==> src/rtl/opll_audio_dac_out_if.sv <==
// Sample/control bus between the OPLL accumulator and the 1-bit audio output stage.
// The master drives clock enable, strobe, packed samples and the requested mode;
// the slave (the DAC stage) returns the per-channel pins and the period pulse.
interface opll_audio_dac_out_if #(
    parameter int N_CH = 2,
    parameter int IN_W = 16
);
    logic                   i_cen;
    logic                   i_strb;
    logic [N_CH*IN_W-1:0]   i_sample;
    logic                   i_mode;
    logic [N_CH-1:0]        o_dac;
    logic                   o_period;

    modport master (
        output i_cen, i_strb, i_sample, i_mode,
        input  o_dac, o_period
    );

    modport slave (
        input  i_cen, i_strb, i_sample, i_mode,
        output o_dac, o_period
    );
endinterface

==> src/rtl/opll_audio_dac_out.sv <==
// Multi-channel 1-bit audio output stage.
// Latches signed PCM samples on the strobe, converts them to offset binary and
// drives one pin per channel as either PWM or first-order delta-sigma.
// The mode is chosen at run time but only takes effect at a PWM period boundary.
// Optional build macro OPLL_DAC_DITHER_EN: adds a 16-bit Galois LFSR that dithers
// the truncation of each sample to the PWM duty width.
module opll_audio_dac_out #(
    parameter int N_CH     = 2,
    parameter int IN_W     = 16,
    parameter int PWM_BITS = 8
) (
    input  logic                  clk,
    input  logic                  rst,
    opll_audio_dac_out_if.slave   bus
);

    typedef enum logic {
        MODE_PWM = 1'b0,
        MODE_DS  = 1'b1
    } mode_e;

    localparam logic [IN_W-1:0]     HOLD_MID = IN_W'(2 ** (IN_W - 1));
    localparam logic [PWM_BITS-1:0] DUTY_MID = PWM_BITS'(2 ** (PWM_BITS - 1));
    localparam logic [PWM_BITS-1:0] CNT_MAX  = '1;

    logic [IN_W-1:0]     hold     [N_CH];
    logic [PWM_BITS-1:0] duty     [N_CH];
    logic [PWM_BITS-1:0] duty_next[N_CH];
    logic [IN_W-1:0]     acc      [N_CH];
    logic [IN_W:0]       ds_sum   [N_CH];
    logic [PWM_BITS-1:0] cnt;
    mode_e               mode;
    logic [N_CH-1:0]     dac_q;
    logic                period_q;
    logic                boundary;

    // Last enabled cycle of a PWM period: duty, mode and dither all advance here.
    assign boundary = bus.i_cen && (cnt == CNT_MAX);

    assign bus.o_dac    = dac_q;
    assign bus.o_period = period_q;

`ifdef OPLL_DAC_DITHER_EN
    // Bits of the sample discarded by the duty truncation; zero when nothing is dropped.
    localparam logic [IN_W-1:0] FRAC_MASK =
        (IN_W > PWM_BITS) ? IN_W'((64'd1 << (IN_W - PWM_BITS)) - 64'd1) : '0;

    logic [15:0] lfsr;

    // Dither source: x^16+x^14+x^13+x^11+1 Galois LFSR, one step per PWM period.
    always_ff @(posedge clk) begin
        if (rst) begin
            lfsr <= 16'hACE1;
        end else if (boundary) begin
            lfsr <= {1'b0, lfsr[15:1]} ^ (lfsr[0] ? 16'hB400 : 16'h0000);
        end
    end
`endif

    // Duty value each channel would load at the next boundary.
    always_comb begin
        for (int k = 0; k < N_CH; k++) begin
            // NOTE: every always_comb output gets a default first so no path leaves it unassigned (no latch).
            duty_next[k] = hold[k][IN_W-1 -: PWM_BITS];
`ifdef OPLL_DAC_DITHER_EN
            if (((hold[k] & FRAC_MASK) > (IN_W'(lfsr) & FRAC_MASK)) &&
                (duty_next[k] != CNT_MAX)) begin
                duty_next[k] = duty_next[k] + 1'b1;
            end
`endif
        end
    end

    // Delta-sigma adder per channel; the carry out is the output bit.
    always_comb begin
        for (int k = 0; k < N_CH; k++) begin
            ds_sum[k] = {1'b0, acc[k]} + {1'b0, hold[k]};
        end
    end

    // Sample capture: runs on every strobe regardless of clock enable, last strobe wins.
    always_ff @(posedge clk) begin
        if (rst) begin
            // NOTE: the hold array is a handful of flops, not a RAM, so it is reset like any other register.
            for (int k = 0; k < N_CH; k++) begin
                hold[k] <= HOLD_MID;
            end
        end else if (bus.i_strb) begin
            // Inverting the sign bit turns two's complement into offset binary.
            for (int k = 0; k < N_CH; k++) begin
                hold[k] <= bus.i_sample[k*IN_W +: IN_W] ^ HOLD_MID;
            end
        end
    end

    // PWM counter, period pulse, duty/mode reload and per-channel modulators.
    always_ff @(posedge clk) begin
        if (rst) begin
            // NOTE: sequential state always uses non-blocking assignments so every flop sees pre-edge values.
            cnt      <= '0;
            mode     <= MODE_PWM;
            period_q <= 1'b0;
            dac_q    <= '0;
            for (int k = 0; k < N_CH; k++) begin
                duty[k] <= DUTY_MID;
                acc[k]  <= '0;
            end
        end else begin
            period_q <= boundary;
            if (bus.i_cen) begin
                cnt <= cnt + 1'b1;
                for (int k = 0; k < N_CH; k++) begin
                    if (mode == MODE_PWM) begin
                        dac_q[k] <= (cnt < duty[k]);
                    end else begin
                        acc[k]   <= ds_sum[k][IN_W-1:0];
                        dac_q[k] <= ds_sum[k][IN_W];
                    end
                end
                if (boundary) begin
                    // A strobe in this same cycle is not yet in hold, so it lands one period later.
                    for (int k = 0; k < N_CH; k++) begin
                        duty[k] <= duty_next[k];
                    end
                    mode <= mode_e'(bus.i_mode);
                    // Entering delta-sigma starts every accumulator from zero.
                    if (bus.i_mode && (mode == MODE_PWM)) begin
                        for (int k = 0; k < N_CH; k++) begin
                            acc[k] <= '0;
                        end
                    end
                end
            end
        end
    end

endmodule

==> src/flat_wrapper.sv <==
// flat-port wrapper written by rule: the top's interface ports become plain ports
module opll_audio_dac_out_flat 
#(
    parameter int N_CH     = 2,
    parameter int IN_W     = 16,
    parameter int PWM_BITS = 8
)
  (clk, rst, bus_i_cen, bus_i_strb, bus_i_sample, bus_i_mode, bus_o_dac, bus_o_period);
  opll_audio_dac_out_if #(.N_CH(N_CH), .IN_W(IN_W)) bus_i ();
  input  logic clk;
  input  logic rst;
  input wire logic [$bits(bus_i.i_cen)-1:0] bus_i_cen;
  input wire logic [$bits(bus_i.i_strb)-1:0] bus_i_strb;
  input wire logic [$bits(bus_i.i_sample)-1:0] bus_i_sample;
  input wire logic [$bits(bus_i.i_mode)-1:0] bus_i_mode;
  output wire logic [$bits(bus_i.o_dac)-1:0] bus_o_dac;
  output wire logic [$bits(bus_i.o_period)-1:0] bus_o_period;
  assign bus_i.i_cen = bus_i_cen;
  assign bus_i.i_strb = bus_i_strb;
  assign bus_i.i_sample = bus_i_sample;
  assign bus_i.i_mode = bus_i_mode;
  assign bus_o_dac = bus_i.o_dac;
  assign bus_o_period = bus_i.o_period;
  opll_audio_dac_out #(.N_CH(N_CH), .IN_W(IN_W), .PWM_BITS(PWM_BITS)) u_core (.clk(clk), .rst(rst), .bus(bus_i));
endmodule
==> config.mk <==
export PLATFORM = sky130hd
export DESIGN_NAME = opll_audio_dac_out_flat
export DESIGN_NICKNAME = d
export VERILOG_FILES = /design/src/rtl/opll_audio_dac_out_if.sv /design/src/rtl/opll_audio_dac_out.sv /design/src/flat_wrapper.sv
export SDC_FILE = /design/constraint.sdc
export NUM_CORES = 1
export LEC_CHECK = 0
export CORE_ASPECT_RATIO = 2
export CORE_MARGIN = 2
export CORE_UTILIZATION = 61
export CTS_BUF_LIST = sky130_fd_sc_hd__clkbuf_4 sky130_fd_sc_hd__clkbuf_8
export DETAILED_ROUTE_END_ITERATION = 16
export GPL_TIMING_DRIVEN = 0
export MAX_ROUTING_LAYER = met4
export PLACE_DENSITY = 0.91
export SYNTH_ARGS = -nofsm -noshare
export SYNTH_HDL_FRONTEND = slang
export SYNTH_SLANG_ARGS = --single-unit
==> constraint.sdc <==
create_clock -name clk -period 7.1 [get_ports clk]
set_clock_uncertainty 0.05 [all_clocks]
set_input_delay 2.13 -clock clk [delete_from_list [all_inputs] [get_ports clk]]
set_output_delay 2.13 -clock clk [all_outputs]
set_load 0.05 [all_outputs]
==> impl_results.md, run 1 <==
* DP HPWL at 7880 µm
* Die width at ~69 µm
* Post-synth cell types at 54
* Placeable Area at 8230 µm²
* Met2 GRT Util at between 40% and 50%
* End of the worst register-to-register path: u_core.acc[0][28]
* Lkg Pwr at 2.39 nW
* Worst vdd ir at 0.188 mV
* Worst endpoint required time at 7.12 ns
* #FFs+latches synth at 92
* Vias at ~3700
* CTS Buffer Depth at 2
* Place WS at about 2.4 ns
* Synth Flop Type: edfxtp_1
* Share of layout cells above drive strength 1 at 6.12%
* Fin worst setup slack at 2.81 ns
* Global routing's busiest layer: met2
* Setup crit end: u_core.acc[0][10]
* Die area at 9270 µm²
* Syn_area_per_cell at 11.0 µm²
* Crit Path Max Fanout at 16
* Commonest non-fill, non-tap cell in the layout: edfxtp_1
* RSZ-0062 raised after global routing: no
* Worst hold path type: reg2reg
* GRT Overall Usage at 24.4%
* Setup-failing EPs final at 0
* Tmin final at 4.29 ns
* R2R Path Start: u_core.hold[0][16]
* Post-synthesis sequential area ratio at 51.1%
* Mapped Cells at 468
* R2R setup slack at roughly 4.5 ns
* Max Cap Violations at 0
* Biggest cell delay along the critical path at 0.54 ns
* GP Congestion at slightly below 0.9
* Area leader, netlist: edfxtp_1
* DR DRC count at 0
* WL final at between 10000 and 15000 µm
* Ranking of synthesized cells by area: edfxtp_1, ha_1, and2_1, dfxtp_1, nor2_1
* Fmax at approximately 0.23 GHz
* TritonCTS clock tree: done
* GRT overflow at 0
* Clock transition at path regs at roughly 0.080 ns
* Hold-fix buffer count after cts at 0
* Reg2Reg Depth at 8
* Most frequent cells in the layout: edfxtp_1, and2_1, ha_1
* Chip height at ~130 µm
* Total chip power at 1.11 mW
* Post-DRT Antenna Nets at 0
* WP data arrival at 4.31 ns
* Worst-Skew Late Latency at 0.36 ns
* CTS resizes at 0
* Status: complete, no violations
* Critical Path Start Type: primary input
* Final net count at 605
* Pre-antenna DRT Iters at 4
* Vias per inst at ~5.9
* Cell Chain, Critical Path: clkdlybuf4s50_1 > buf_4 > nand3_1 > nor2_1 > nand3_2 > o31ai_4 > buf_8 > buf_16
* Multi-input logic area at 2410 µm²
* IO Pins at 40
* Global-route wire length before repair at 17300 µm
* Final hold vios at 0
* Sink Count at 92
* Number of synthesized flops with an enable pin at 80
* Worst slew margin at 44.7%
* Setup crit end kind: register
* Crit share post-route at 60.4%
* Post-CTS setup buffer count at 0
* Inserted Clock Buffers at 9
* FF+latch area at approximately 2600 µm²
* PD cells at 188 nW/µm²
* Mapped Area at 5170 µm²
* DR iter-0 viols at roughly 180
* Largest net degree at the start of global routing at 33
* Initial Util at 62.8%
* Grt met3 use at 3.91%
* # H-tree levels at 3
* Slew at the pin closest to its max-slew limit at 0.830 ns
* GR Layer Usage met1 at about a quarter
* Post-Syn Nets at 554
* Worst setup startpoint: bus_i_cen
* Setup tns final at 0 ns
* Syn-to-layout area delta at 13.9%
* Fillers at between 500 and 600
* Slew Limit Fails at 0
* CP max-delay cell: clkdlybuf4s50_1
* Root buffer cell: clkbuf_8
* DR WL/cell at 16.7 µm
* Synthesis warning total at 0
* Diode count at 0
* Vias in the first global route at 3843
* Crit Path Class: in2reg
* Port buffer count at 38
* Async set-reset flop share out of synthesis at 0%
* Rows at 47
* Initial antenna violation count at 0
* Fin Hold WS at 0.528 ns
* Post-synth top area share at 46.5%
[synth_stat cells, types with 3 or more instances]
library cell,instances
and2_1,50
nand2_1,31
a211oi_1,3
xor2_1,15
nand2b_1,4
dfxtp_1,12
nor3_1,9
a21oi_1,31
nand3_1,12
xnor2_1,12
nand4_1,3
edfxtp_1,80
ha_1,47
o311ai_0,3
clkbuf_1,9
mux2i_1,5
nor2b_1,6
inv_1,17
o21a_1,5
o21ai_0,16
or3_1,5
nor2_1,44
a21o_1,8
a31oi_1,3
o22ai_1,4
[critical path, delay by kind of cell]
family	cells	cell delay, ns
simple gates	3	0.51
buf+inv	4	1.16
compound gates	1	0.51
[layer usage]
layer	part of all wire, %	wire [µm]
met1	36	3720
met2	56	5830
met3	3.5	364
met4	4.4	461
met5	0	0
[worst min path at each step]
stage	from	to	slack, ns	cells after the start
after CTS	u_core.hold[0][25]	u_core.duty[0][9]	0.53	1
final	u_core.hold[0][25]	u_core.duty[0][9]	0.53	1
after global placement	u_core.hold[0][31]	u_core.duty[0][15]	0.49	1
after detailed placement	u_core.hold[0][25]	u_core.duty[0][9]	0.51	1
after global routing	u_core.hold[0][25]	u_core.duty[0][9]	0.56	1
after floorplan	u_core.hold[0][31]	u_core.duty[0][15]	0.47	1
[final cells by class]
| type | instances | area share [%] |
|---|---|---|
| sequential | 92 | 44.9 |
| multi-input combinational | 345 | 40.9 |
| timing repair buffer | 40 | 7.18 |
| clock buffer | 10 | 2.23 |
| tap | 98 | 2.08 |
| buffer | 14 | 1.19 |
| inverter | 17 | 1.08 |
| clock inverter | 5 | 0.510 |
[state kept, by name (all words and copies together), names as in the netlist]
register / cells
u_core.duty: 16
u_core.cnt: 8
u_core.bus.o_period: 1
u_core.acc: 32
u_core.bus.o_dac: 2
u_core.mode: 1
u_core.hold: 32
[where the power goes]
group	total (mW)	internal [mW]	switching (mW)
Sequential	0.630	0.615	0.0154
Combinational	0.169	0.0793	0.0902
Clock	0.306	0.127	0.179
[metrics by stage]
stage                     cell area [µm²]  utilization (%)  cells
final                                5890             71.6    621
after floorplan                      5170                -    468
after detailed placement             5730             69.6    606
after CTS                            5890             71.6    621
after global routing                 5890             71.6    621
after global placement               5670             68.9    604
[logic make-up after synthesis]
kind of cell | after synthesis | share of synthesized area, %
mux | 5 | 0.968
fa+ha+maj | 49 | 12.1
simple gates | 175 | 17.5
xor+xnor | 27 | 4.57
flops | 92 | 51.1
compound gates | 89 | 11.1
buf+inv | 31 | 2.59
No activity file was read; power rests on OpenSTA's default activity.
==> run 2: changes to the inputs <==
==> constraint.sdc (replaced) <==
create_clock -name clk -period 4.4 [get_ports clk]
set_clock_uncertainty 0.05 [all_clocks]
set_input_delay 1.32 -clock clk [delete_from_list [all_inputs] [get_ports clk]]
set_output_delay 1.32 -clock clk [all_outputs]
set_load 0.05 [all_outputs]
==> impl_results.md, run 2 (same netlist as run 1, synthesis figures left out) <==
* TritonCTS clock tree: done
* Max Cap Violations at 0
* WP data arrival at 3.51 ns
* Setup crit end kind: register
* Fmax at 0.287 GHz
* Inserted Clock Buffers at 9
* Fillers at 561
* Final hold vios at 0
* Post-CTS setup buffer count at 0
* Commonest non-fill, non-tap cell in the layout: edfxtp_1
* Crit Path Max Fanout at 16
* Slew Limit Fails at 0
* Fin util at between 70% and 80%
* Hold-fix buffer count after cts at 0
* Largest net degree at the start of global routing at 33
* Vias at 3708
* RSZ-0062 raised after global routing: no
* GP Congestion at 0.887
* Pre-antenna DRT Iters at 4
* # H-tree levels at 3
* Fin Hold WS at 0.515 ns
* Die width at 69.1 µm
* Slew at the pin closest to its max-slew limit at approximately 0.8 ns
* Share of layout cells above drive strength 1 at 6.30%
* Biggest cell delay along the critical path at 0.53 ns
* CP max-delay cell: clkdlybuf4s50_1
* Chip height at around 130 µm
* Diode count at 0
* Most frequent cells in the layout: edfxtp_1, and2_1, ha_1
* Worst slew margin at 48.1%
* CTS Buffer Depth at 2
* Crit Path Class: in2reg
* Worst path bufs/invs at 4
* Initial Util at around 63%
* CTS resizes at 0
* Critical Path Start Type: primary input
* Clock transition at path regs at around 0.09 ns
* Post-DRT Antenna Nets at 0
* Vias per inst at 5.96
* DR DRC count at 0
* Crit share post-route at 79.1%
* Placeable Area at 8230 µm²
* Lkg Pwr at 2.42 nW
* Status: complete, no violations
* Global-route wire length before repair at ~18000 µm
* Root buffer cell: clkbuf_8
* Final net count at 605
* GRT Overall Usage at 24.7%
* Cell Chain, Critical Path: clkdlybuf4s50_1 > buf_4 > nand3_1 > nor2_1 > nand3_2 > o31ai_4 > buf_8 > buf_16
* Largest regs: u_core.acc (32), u_core.hold (32), u_core.duty (16)
* Crit path max-delay family: buffers and inverters
* Sink Count at 92
* DP HPWL at between 7000 and 8000 µm
* Setup-failing EPs final at 0
* Port buffer count at 38
* Vias in the first global route at 3915
* Worst endpoint required time at between 4 and 5 ns
* Worst vdd ir at 0.244 mV
* PD cells at between 300 and 400 nW/µm²
* DR iter-0 viols at 164
* Worst-Skew Late Latency at 0.37 ns
* DR WL/cell at 16.8 µm
* Initial antenna violation count at 0
* Syn-to-layout area delta at 14.7%
* Worst hold path type: reg2reg
* Rows at 47
* IO Pins at 40
* Tmin final at 3.48 ns
* Setup tns final at 0 ns
* WL final at 10500 µm
* Die area at between 9000 and 10000 µm²
* GRT overflow at 0
==> run 2: cell count changes in the layout (fill, tap and decap cells not counted), sizes merged <==
cell,before,now
clkbuf,19,23
clkinvlp,2,0
clkinv,3,1
bufinv,0,1
==> run 2: worst paths after layout <==
path / start / endpoint / slack, ns / depth (start not counted)
setup reg to reg: u_core.hold[0][0] / u_core.acc[0][14] / 1.82 / 8
hold reg to reg: u_core.hold[0][31] / u_core.duty[0][15] / 0.52 / 1
setup / recovery: bus_i_cen / u_core.acc[0][3] / 0.92 / 8
hold / removal: u_core.hold[0][31] / u_core.duty[0][15] / 0.52 / 1
==> run 2: power breakdown <==
group	internal, mW	total, mW	switching (mW)
registers	0.992	1.02	0.0250
clock network	0.303	0.590	0.287
logic	0.127	0.270	0.143
==> run 2: stage by stage <==
stage | setup slack (ns) | power (mW) | instance area (µm²) | cells
finish | 0.920 | 1.88 | 5930 | 622
detailed placement | 0.543 | 1.30 | 5730 | 606
CTS | 0.922 | 1.87 | 5930 | 622
global route | 0.806 | 1.94 | 5930 | 622
floorplan | 0.570 | 1.21 | 5170 | 468
global placement | -0.928 | 1.28 | 5680 | 604
==> run 2: layout make-up <==
| class | count | area [µm²] | share of cell area, % |
|---|---|---|---|
| sequential | 92 | 2640 | 44.5 |
| multi-input combinational | 345 | 2410 | 40.6 |
| timing repair buffer | 40 | 423 | 7.13 |
| clock buffer | 14 | 168 | 2.83 |
| tap | 98 | 123 | 2.07 |
| buffer | 14 | 70.1 | 1.18 |
| inverter | 17 | 63.8 | 1.08 |
| clock inverter | 2 | 35.0 | 0.591 |
==> run 2: metal layers <==
layer / share of wire (%) / GRT usage (%) / vias to the layer above / wire length (µm)
met3: 4.4 / 3.83 / 31 / 463
met5: 0 / - / - / 0
met4: 3.2 / 13.5 / 0 / 331
li1: - / - / 1787 / -
met1: 36 / 24.7 / 1774 / 3810
met2: 56 / 45.0 / 116 / 5850
==> run 3: changes to the inputs <==
==> constraint.sdc (replaced) <==
create_clock -name clk -period 3.35 [get_ports clk]
set_clock_uncertainty 0.05 [all_clocks]
set_input_delay 1.005 -clock clk [delete_from_list [all_inputs] [get_ports clk]]
set_output_delay 1.005 -clock clk [all_outputs]
set_load 0.05 [all_outputs]
==> impl_results.md, run 3 (same netlist as run 1, synthesis figures left out) <==
* Worst vdd ir at 0.305 mV
* PD cells at between 400 and 500 nW/µm²
* Worst endpoint required time at 3.39 ns
* Largest regs: u_core.acc (32), u_core.hold (32), u_core.duty (16)
* Global-route wire length before repair at 17600 µm
* Syn-to-layout area delta at 14.6%
* Total chip power at 2.46 mW
* Vias per inst at 6.00
* Placed cells at between 600 and 700
* Post-CTS setup buffer count at 0
* GP Congestion at around 0.89
* RSZ-0062 raised after global routing: no
* TritonCTS clock tree: done
* Hold-fix buffer count after cts at 0
* Non-Filler Instances at 622
* Worst hold path type: reg2reg
* Worst-Skew Late Latency at 0.38 ns
* Worst path bufs/invs at 4
* Clock transition at path regs at 0.09 ns
* Setup tns final at 0 ns
* Placeable Area at around 8200 µm²
* Lkg Pwr at 2.41 nW
* Hold path start: u_core.hold[0][31]
* Max Cap Violations at 0
* Die width at between 60 and 70 µm
* CTS resizes at 0
* DP HPWL at 7660 µm
* Fillers at 551
* Status: complete, no violations
* GRT Overall Usage at approximately a quarter
* Critical Path Start Type: primary input
* Slew Limit Fails at 0
* Commonest non-fill, non-tap cell in the layout: edfxtp_1
* Post-DRT Antenna Nets at 0
* Rows at 47
* Root buffer cell: clkbuf_8
* Biggest cell delay along the critical path at 0.56 ns
* Largest net degree at the start of global routing at 33
* Final hold vios at 0
* Diode count at 0
* Worst setup startpoint: bus_i_cen
* Vias in the first global route at ~3900
* DR DRC count at 0
* DR iter-0 viols at 200
* Inserted Clock Buffers at 9
* Worst slew margin at 47.0%
* Fin util at 72.0%
* Crit Path Class: in2reg
* Initial antenna violation count at 0
* Fmax at roughly 0.31 GHz
* Crit share post-route at 95.7%
* Initial Util at 62.8%
* GRT overflow at 0
* IO Pins at 40
* Most frequent cells in the layout: edfxtp_1, and2_1, ha_1
* Sink Count at 92
* CTS Buffer Depth at 2
* Cell Chain, Critical Path: clkdlybuf4s50_1 > buf_4 > nand3_1 > nor2_1 > nand3_2 > o31ai_4 > buf_8 > buf_16
* Slew at the pin closest to its max-slew limit at around 0.8 ns
* # H-tree levels at 3
* Vias at 3733
* CP max-delay cell: o31ai_4
* Pre-antenna DRT Iters at 5
* Die area at 9270 µm²
* Final net count at 605
* Fin Hold WS at 0.518 ns
* Port buffer count at 38
* WP data arrival at 3.24 ns
* Crit Path Max Fanout at 16
* WL final at 10700 µm
* R2R Path Start: u_core.acc[0][0]
* Chip height at 134 µm
* Share of layout cells above drive strength 1 at under 10%
* DR WL/cell at 17.2 µm
* Setup-failing EPs final at 0
* Tmin final at 3.21 ns
* Crit path max-delay family: buffers and inverters
* Setup crit end kind: register
run 3: cell types whose count changed in the layout (fill, tap and decap cells not counted), sizes merged:
cell      before  now
clkinvlp       0    1
clkinv         1    4
clkbuf        23   19
run 3: power breakdown:
part           internal (mW)  switching (mW)
clock                  0.353           0.406
sequential              1.30          0.0332
combinational          0.168           0.195
total                   1.82           0.634
run 3: cell type report:
type                    instances  area [µm²]  share of cell area [%]
inverters                      17        63.8                    1.08
clock buffers                  10         131                    2.22
flip-flops and latches         92        2640                    44.6
multi-input cells             345        2410                    40.6
plain buffers                  14        70.1                    1.18
well taps                      98         123                    2.07
repair buffers                 40         423                    7.14
clock inverters                 6        65.1                    1.10
run 3: path summary, 6_finish.rpt:
path | end | slack (ns) | depth (start not counted)
setup / recovery | u_core.acc[0][11] | 0.14 | 8
hold / removal | u_core.duty[0][15] | 0.52 | 1
setup reg to reg | u_core.acc[0][14] | 0.60 | 8
hold reg to reg | u_core.duty[0][15] | 0.52 | 1
run 3: stage by stage:
stage / instance area, µm² / worst slack (ns)
after floorplan: 5180 / 0.427
after global placement: 5690 / -0.682
after detailed placement: 5730 / -0.175
after CTS: 5930 / 0.160
after global routing: 5930 / 0.0317
final: 5930 / 0.143
run 3: per-layer routing:
metal / share of wire, % / track usage (%)
met4: 5.1 / 16.0
met5: 0 / -
met1: 35 / 24.0
met3: 3.8 / 4.13
met2: 56 / 45.2
run 3: worst reg2reg max path: stages (launching register included):
cell	delay, ns
edfxtp_1	0.39
ha_1	0.22
fa_1	0.42
a21oi_1	0.24
o21ai_0	0.18
o22ai_1	0.28
o211ai_1	0.25
a21boi_1	0.22
mux2i_1	0.32
